<file path="config.mk">
export PLATFORM = sky130hd
export DESIGN_NAME = mux_scan_ctrl
export DESIGN_NICKNAME = d
export VERILOG_FILES = /design/src/rtl/mux_scan_ctrl.sv
export SDC_FILE = /design/constraint.sdc
export NUM_CORES = 1
export LEC_CHECK = 0
export CORE_MARGIN = 8
export CORE_UTILIZATION = 55
export CTS_CLUSTER_DIAMETER = 200
export DETAILED_ROUTE_END_ITERATION = 16
export PLACE_DENSITY = 0.85
export SYNTH_ARGS = -nofsm -noshare
export SYNTH_HDL_FRONTEND = slang
export SYNTH_SLANG_ARGS = --single-unit
export TNS_END_PERCENT = 100
</file>
<file path="constraint.sdc">
create_clock -name clk -period 4.56 [get_ports clk]
set_clock_uncertainty 0.05 [all_clocks]
set_input_delay 0.912 -clock clk [delete_from_list [all_inputs] [get_ports clk]]
set_output_delay 0.912 -clock clk [all_outputs]
set_load 0.05 [all_outputs]
</file>
<file path="src/rtl/mux_scan_ctrl.sv">
// Select sequencer for the 4:1 dataflow mux: scans channels 0..3,
// samples y at the end of each dwell and publishes a 4-bit snapshot.
module mux_scan_ctrl #(
  parameter int DWELL_W = 8,
  parameter int CNT_W   = 8
) (
  input  logic               clk,
  input  logic               rst_n,
  input  logic               start,
  input  logic               abort,
  input  logic               cont,
  input  logic [DWELL_W-1:0] dwell,
  input  logic               y,
  output logic               s1,
  output logic               s0,
  output logic               busy,
  output logic [3:0]         snap,
  output logic               snap_valid,
  output logic [CNT_W-1:0]   scan_cnt
);

  typedef enum logic {
    IDLE = 1'b0,
    SCAN = 1'b1
  } state_t;

  state_t             state;
  logic [1:0]         ch;
  logic [DWELL_W-1:0] dcnt;
  logic [DWELL_W-1:0] d_lat;
  logic [2:0]         shadow;

  always_ff @(posedge clk or negedge rst_n) begin
    if (!rst_n) begin
      state      <= IDLE;
      ch         <= 2'd0;
      dcnt       <= '0;
      d_lat      <= '0;
      shadow     <= 3'd0;
      s1         <= 1'b0;
      s0         <= 1'b0;
      busy       <= 1'b0;
      snap       <= 4'd0;
      snap_valid <= 1'b0;
      scan_cnt   <= '0;
    end else begin
      snap_valid <= 1'b0;
      unique case (state)
        IDLE: begin
          {s1, s0} <= 2'b00;
          busy     <= 1'b0;
          if (start && !abort) begin
            state <= SCAN;
            ch    <= 2'd0;
            dcnt  <= DWELL_W'(1);
            d_lat <= (dwell == '0) ? DWELL_W'(1) : dwell;
            busy  <= 1'b1;
          end
        end
        SCAN: begin
          if (abort) begin
            state    <= IDLE;
            ch       <= 2'd0;
            dcnt     <= '0;
            busy     <= 1'b0;
            {s1, s0} <= 2'b00;
          end else if (dcnt == d_lat) begin
            dcnt <= DWELL_W'(1);
            if (ch != 2'd3) begin
              unique case (ch)
                2'd0:    shadow[0] <= y;
                2'd1:    shadow[1] <= y;
                default: shadow[2] <= y;
              endcase
              ch       <= ch + 2'd1;
              {s1, s0} <= ch + 2'd1;
            end else begin
              snap       <= {y, shadow};
              snap_valid <= 1'b1;
              scan_cnt   <= scan_cnt + CNT_W'(1);
              ch         <= 2'd0;
              {s1, s0}   <= 2'b00;
              // cont is only looked at on this completion edge
              if (!cont) begin
                state <= IDLE;
                busy  <= 1'b0;
                dcnt  <= '0;
              end
            end
          end else begin
            dcnt <= dcnt + DWELL_W'(1);
          end
        end
        default: state <= IDLE;
      endcase
    end
  end

endmodule

</file>
# Word level (Yosys, flattened, before mapping)
# Cells that the tools add are included.
# classes
n_eq_ne	7
n_mux	35
n_addsub	3
reduce_logical	12
bitwise_logic	4
# op_table
operator	n
8-bit 2-to-1 mux	4
1-bit 2-to-1 mux	21
8-bit by 1-bit adder with 8-bit output, second input constant	2
8-bit case mux with 2 select lines	1
5-bit AND reduction	3
8-bit equality test	1
8-bit zero test	1
2-bit 2-to-1 mux	4
1-bit case mux with 2 select lines	4
3-bit != test, second input constant	2
2-bit != test, second input constant	2
1-bit NOT	4
2-bit case mux with 2 select lines	1
2-bit AND reduction	2
4-bit AND reduction	1
3-bit by 2-bit != test with 1-bit output, second input constant	1
3-bit AND reduction	1
2-bit by 1-bit adder with 2-bit output, second input constant	1
2-bit by 1-bit equality test with 1-bit output, second input constant	1
2-bit zero test	1
2-bit OR reduction	1
1-bit logical AND	1
1-bit zero test	1
# word_totals
ff_bits	38
in_bits	14
out_inout_bits	16
wordCells	74

# Logic depth before layout (Yosys ltp)
# logic_depth
depth_word	5
depth_mapped	6
mapped_depth_nobuf	5

# Worst setup path after synthesis
# Ideal clock, no wire load.
# synth_timing
path_kind	in2reg
from	input port abort
to	register snap[3]
path_stages	4
path_buffers	1
t_arrival_ps	2011
setup_time_ps	125
setup_slack_ps	2374
required_time_ps	4385
path_cell_list	nand2b_1 > nor4_4 > buf_6 > mux2_2
# synth_between
elab_chain_cells	2
# synth_lines
item	line	rtl
start: declaration	10	input logic abort,
1-bit NOT (no source line)	n/a	
4-bit AND reduction (no source line)	n/a	
end signal: assignment	78	snap <= {y, shadow};
end: declaration	17	output logic [3:0] snap,
# No other way between the ends.
# A chain may end at the register's enable or synchronous reset.

# Worst setup path after layout
# layout_timing
from	input port abort
to	register snap[1]
# The elaborated chain is that of the path after synthesis.

==> results <==
- For this design, the slowest cell found on the critical path is sky130_fd_sc_hd__nor4_4.
- The combinational family with the most area after synthesis is simple AND/OR/NAND/NOR gates.
- The number of antenna violations at the first check in global routing is 0.
- The average instance in the mapped netlist occupies 11.7 um2.
- The count of final setup violators is 0.
- The total wirelength of the detailed-routed design is 3450 um.
- The post-cts resize count is 0.
- The number of DRC violations after detailed-routing iteration 0 is 52.
- The worst register-to-register path has a depth of 4.
- The number of top-level pins is 30.
- The chip height is 73.3 um.
- Including well taps, the total number of placed cells is 226.
- The Yosys step of the flow raised 0 warnings.
- After synthesis, the cell types taking the most area are sky130_fd_sc_hd__dfrtp_1, sky130_fd_sc_hd__mux2_2, sky130_fd_sc_hd__xnor2_1, sky130_fd_sc_hd__ha_1, sky130_fd_sc_hd__nor2_1.
- The commonest non-fill, non-tap cell in the layout is sky130_fd_sc_hd__dfrtp_1.
- Of the synthesized area, sequential elements account for 52.6%.
- The final routed wire length divided by cell count is 14.8 um.
- In this run the remaining antenna-violating nets after routing total 0.
- The number of different library cells in the post-synthesis netlist is 34.
- The net count after synthesis is 173.
- Across the run, the number of max-cap violations was 0.
- The final clock period utilization by the worst path is 58.0%.
- The clock tree from TritonCTS is built.
- The cell type group with the largest total delay on the critical path is simple AND/OR/NAND/NOR gates.
- After clock tree synthesis, the clock-pin slew on the worst setup and hold paths is 120 ps.
- Setup repair after global routing left no endpoint under its margin.
- The number of fill cells in the layout is 257.
- The sum of internal, switching and leakage power is 738 uW.
- The H-tree was split into 2 levels.
- The cts-stage hold buffer count is 0.
- The flow ran to the end, and the final reports show no timing, DRC or antenna violations.
- The final max-slew violation count is 0.
- The simple-gate share of the synthesized area is approximately 16%.
- For the worst-skew pair, the clock arrives at the later sink with an insertion delay of 350 ps.
- The post-route minimum period is 2650 ps.
- The sort of element at the end of the critical path is a flip-flop.
- The achievable clock frequency is 378 MHz.
- In this run the register-to-register setup slack is 2370 ps.
- In this run the tool buffered the top-level ports with 29 buffer cells.
- The worst pin sits at a relative slew slack of just under 50%.
- IR analysis of the VDD net gives a maximum drop of 296 uV.
- The top cell type by area accounts for a little over half of the synthesized area.
- From synthesis to final layout, the design area changed by 22.5%.
- The worst register-to-register path ends at snap[1].
- The weighted congestion reported at the end of routability-driven placement is 0.811.
- The worst endpoint data arrival time is 2840 ps.
- The synthesized design contains 0 enable-type register cells.
- The largest area contributor in the netlist is sky130_fd_sc_hd__dfrtp_1.
- Summed over all layers, the global routing overflow is 0.
- The first-pass GRT wire length is 5940 um.
- The first detailed-routing pass ran for 4 iterations.
- The via count of the first global-routing pass is between 1000 and 1500.
- The multiplexer fraction of the synthesized cell area is 9.90%.
- The clock sink count is 38.
- Summing the areas of all compound-gate instances in the mapped netlist gives 5.75% of the synthesized area.
- The antenna cell count is 0.
- The worst setup path is launched from an input port.
- The reg-to-reg startpoint is dcnt[0].
- The worst stage delay on the critical path is ~720 ps.
- The proportion of register bits with asynchronous set or reset after synthesis is 100%.
- The critical path ends at snap[1].
- The initial utilization of the core area, before any placement, comes to between 50% and 60%.
- The post-route netlist has 16.5% of its cells at a drive strength greater than 1.
- The min-delay analysis places its worst path in the category reg2reg.
- The floorplan step defined a die boundary enclosing 0.00538 mm2.
- The width of the die is 73.3 um.
- The final layout contains 206 nets.
- Counting buffers and inverters, the worst setup path is 4 cells deep.
- Adding up every negative setup slack in the final design gives 0 ps.
- The top cell types in the final layout, fill and taps aside, are sky130_fd_sc_hd__dfrtp_1, sky130_fd_sc_hd__clkdlybuf4s50_1, sky130_fd_sc_hd__xnor2_1, sky130_fd_sc_hd__mux2_2, sky130_fd_sc_hd__nor2_1.
- The highest fanout seen on the critical path is 13.
- Counting flops and latches in the post-synthesis netlist gives 38.
- Dividing the detail-routed via count by the number of cells gives 5.36.
- Across every metal layer, demand over resource in global routing totals roughly 14%.
- After synthesis the cells add up to 0.00181 mm2.
- The number of buffers on the longest clock path is 2.
- Walking the worst path, the cells encountered are clkdlybuf4s50_1, nand2b_1, nor4_4, mux2_2.
- After floorplanning, the core was divided into 21 placement rows.
- The hold violation count in the final report is 0.
- The core region area is ~0.0032 mm2.
- The start point of the critical path is abort.
- The number of non-filler instances in the completed layout is roughly 230.
- The largest net degree at the start of global routing is 39.
- The power density over the cells is 334 mW/mm2.
- The slew of the pin with the lowest slew margin is 770 ps.
- Once detailed placement completed, the half-perimeter wirelength came to roughly 2500 um.
- The type of the setup path with the least slack is in2reg.
- After Yosys synthesis, XOR and XNOR cells account for between 10% and 20% of the synthesized area.
- In the synthesized netlist the dominant register cell turns out to be sky130_fd_sc_hd__dfrtp_1.
- Of the total synthesized cell area, the portion taken by full adders, half adders and majority gates is under 10%.
- The number of setup buffers added after CTS is 0.
- The synthesized netlist cell count is 154.
- The number of CTS-inserted buffers is 5.
- The required time at the endpoint of the critical path is approximately 4800 ps.
- The vias after detailed routing is 1254.
- Summed over all cells, the static leakage comes to 0.000946 uW.
- The post-detailed-route DRC marker count is 0.
- The root buffer selected by CTS is sky130_fd_sc_hd__clkbuf_4.
- Counting both buffers and inverters, the worst setup path holds a total of 1.
[worst min path at each step]
stage | start | end | cells after the start | slack [ps]
after floorplan | shadow[1] | snap[1] | 1 | 420
after global placement | scan_cnt[7] | scan_cnt[7] | 1 | 410
after detailed placement | scan_cnt[7] | scan_cnt[7] | 1 | 430
after CTS | scan_cnt[7] | scan_cnt[7] | 1 | 450
after global routing | scan_cnt[7] | scan_cnt[7] | 1 | 460
final | scan_cnt[7] | scan_cnt[7] | 1 | 440
[logic make-up (layout without fill, tap and decap cells)]
kind of cell,after synthesis,count (layout)
compound gates,15,15
buf+inv,8,42
mux,16,16
flops,38,38
fa+ha+maj,5,5
simple gates,52,52
xor+xnor,20,20
[layer usage]
| layer | global-route usage (%) | share of wire [%] | vias to the layer above |
|---|---|---|---|
| met5 | 0 | 0 | - |
| li1 | - | - | 600 |
| met2 | 24.0 | 48 | 40 |
| met4 | 8.20 | 2.5 | 0 |
| met1 | 14.8 | 42 | 604 |
| met3 | 6.28 | 8.0 | 10 |
[sequential cells by signal, indices dropped and copies added (netlist names)]
register and flops:
busy 1, ch 2, d_lat 8, dcnt 8, s0 1, s1 1, scan_cnt 8, shadow 3
snap 4, snap_valid 1, state 1
[cell type report]
cell class	instances	area (um2)	share of cell area, %
clock buffer	5	37.5	1.70
clock inverter	3	40.0	1.81
inverter	4	15.0	0.678
multi-input combinational	108	815	36.8
sequential	38	951	43.0
tap	46	57.6	2.60
timing repair buffer	30	298	13.5
[cells in the mapped netlist, drive strengths merged (4+ instances only)]
cell type	instances
dfrtp	38
xnor2	17
mux2	15
nor2	14
nand2	11
a21oi	7
nand4	7
nor3	6
ha	5
buf	4
inv	4
[power by group]
part	total [uW]	internal, uW	switching [uW]
Clock	228	114	114
Sequential	394	364	30.9
Combinational	116	59.8	56.7
[stage by stage]
step / setup slack (ps) / area [um2] / hold slack, ps / util [%]
final: 1910 / 2210 / 438 / 68.5
after detailed placement: 1550 / 2140 / 428 / 66.1
after global routing: 1790 / 2210 / 462 / 68.5
after global placement: 1650 / 2140 / 413 / 66.1
after CTS: 1920 / 2210 / 449 / 68.5
after floorplan: 2370 / 1810 / 424 / -
(Power assumes the default switching activity.)
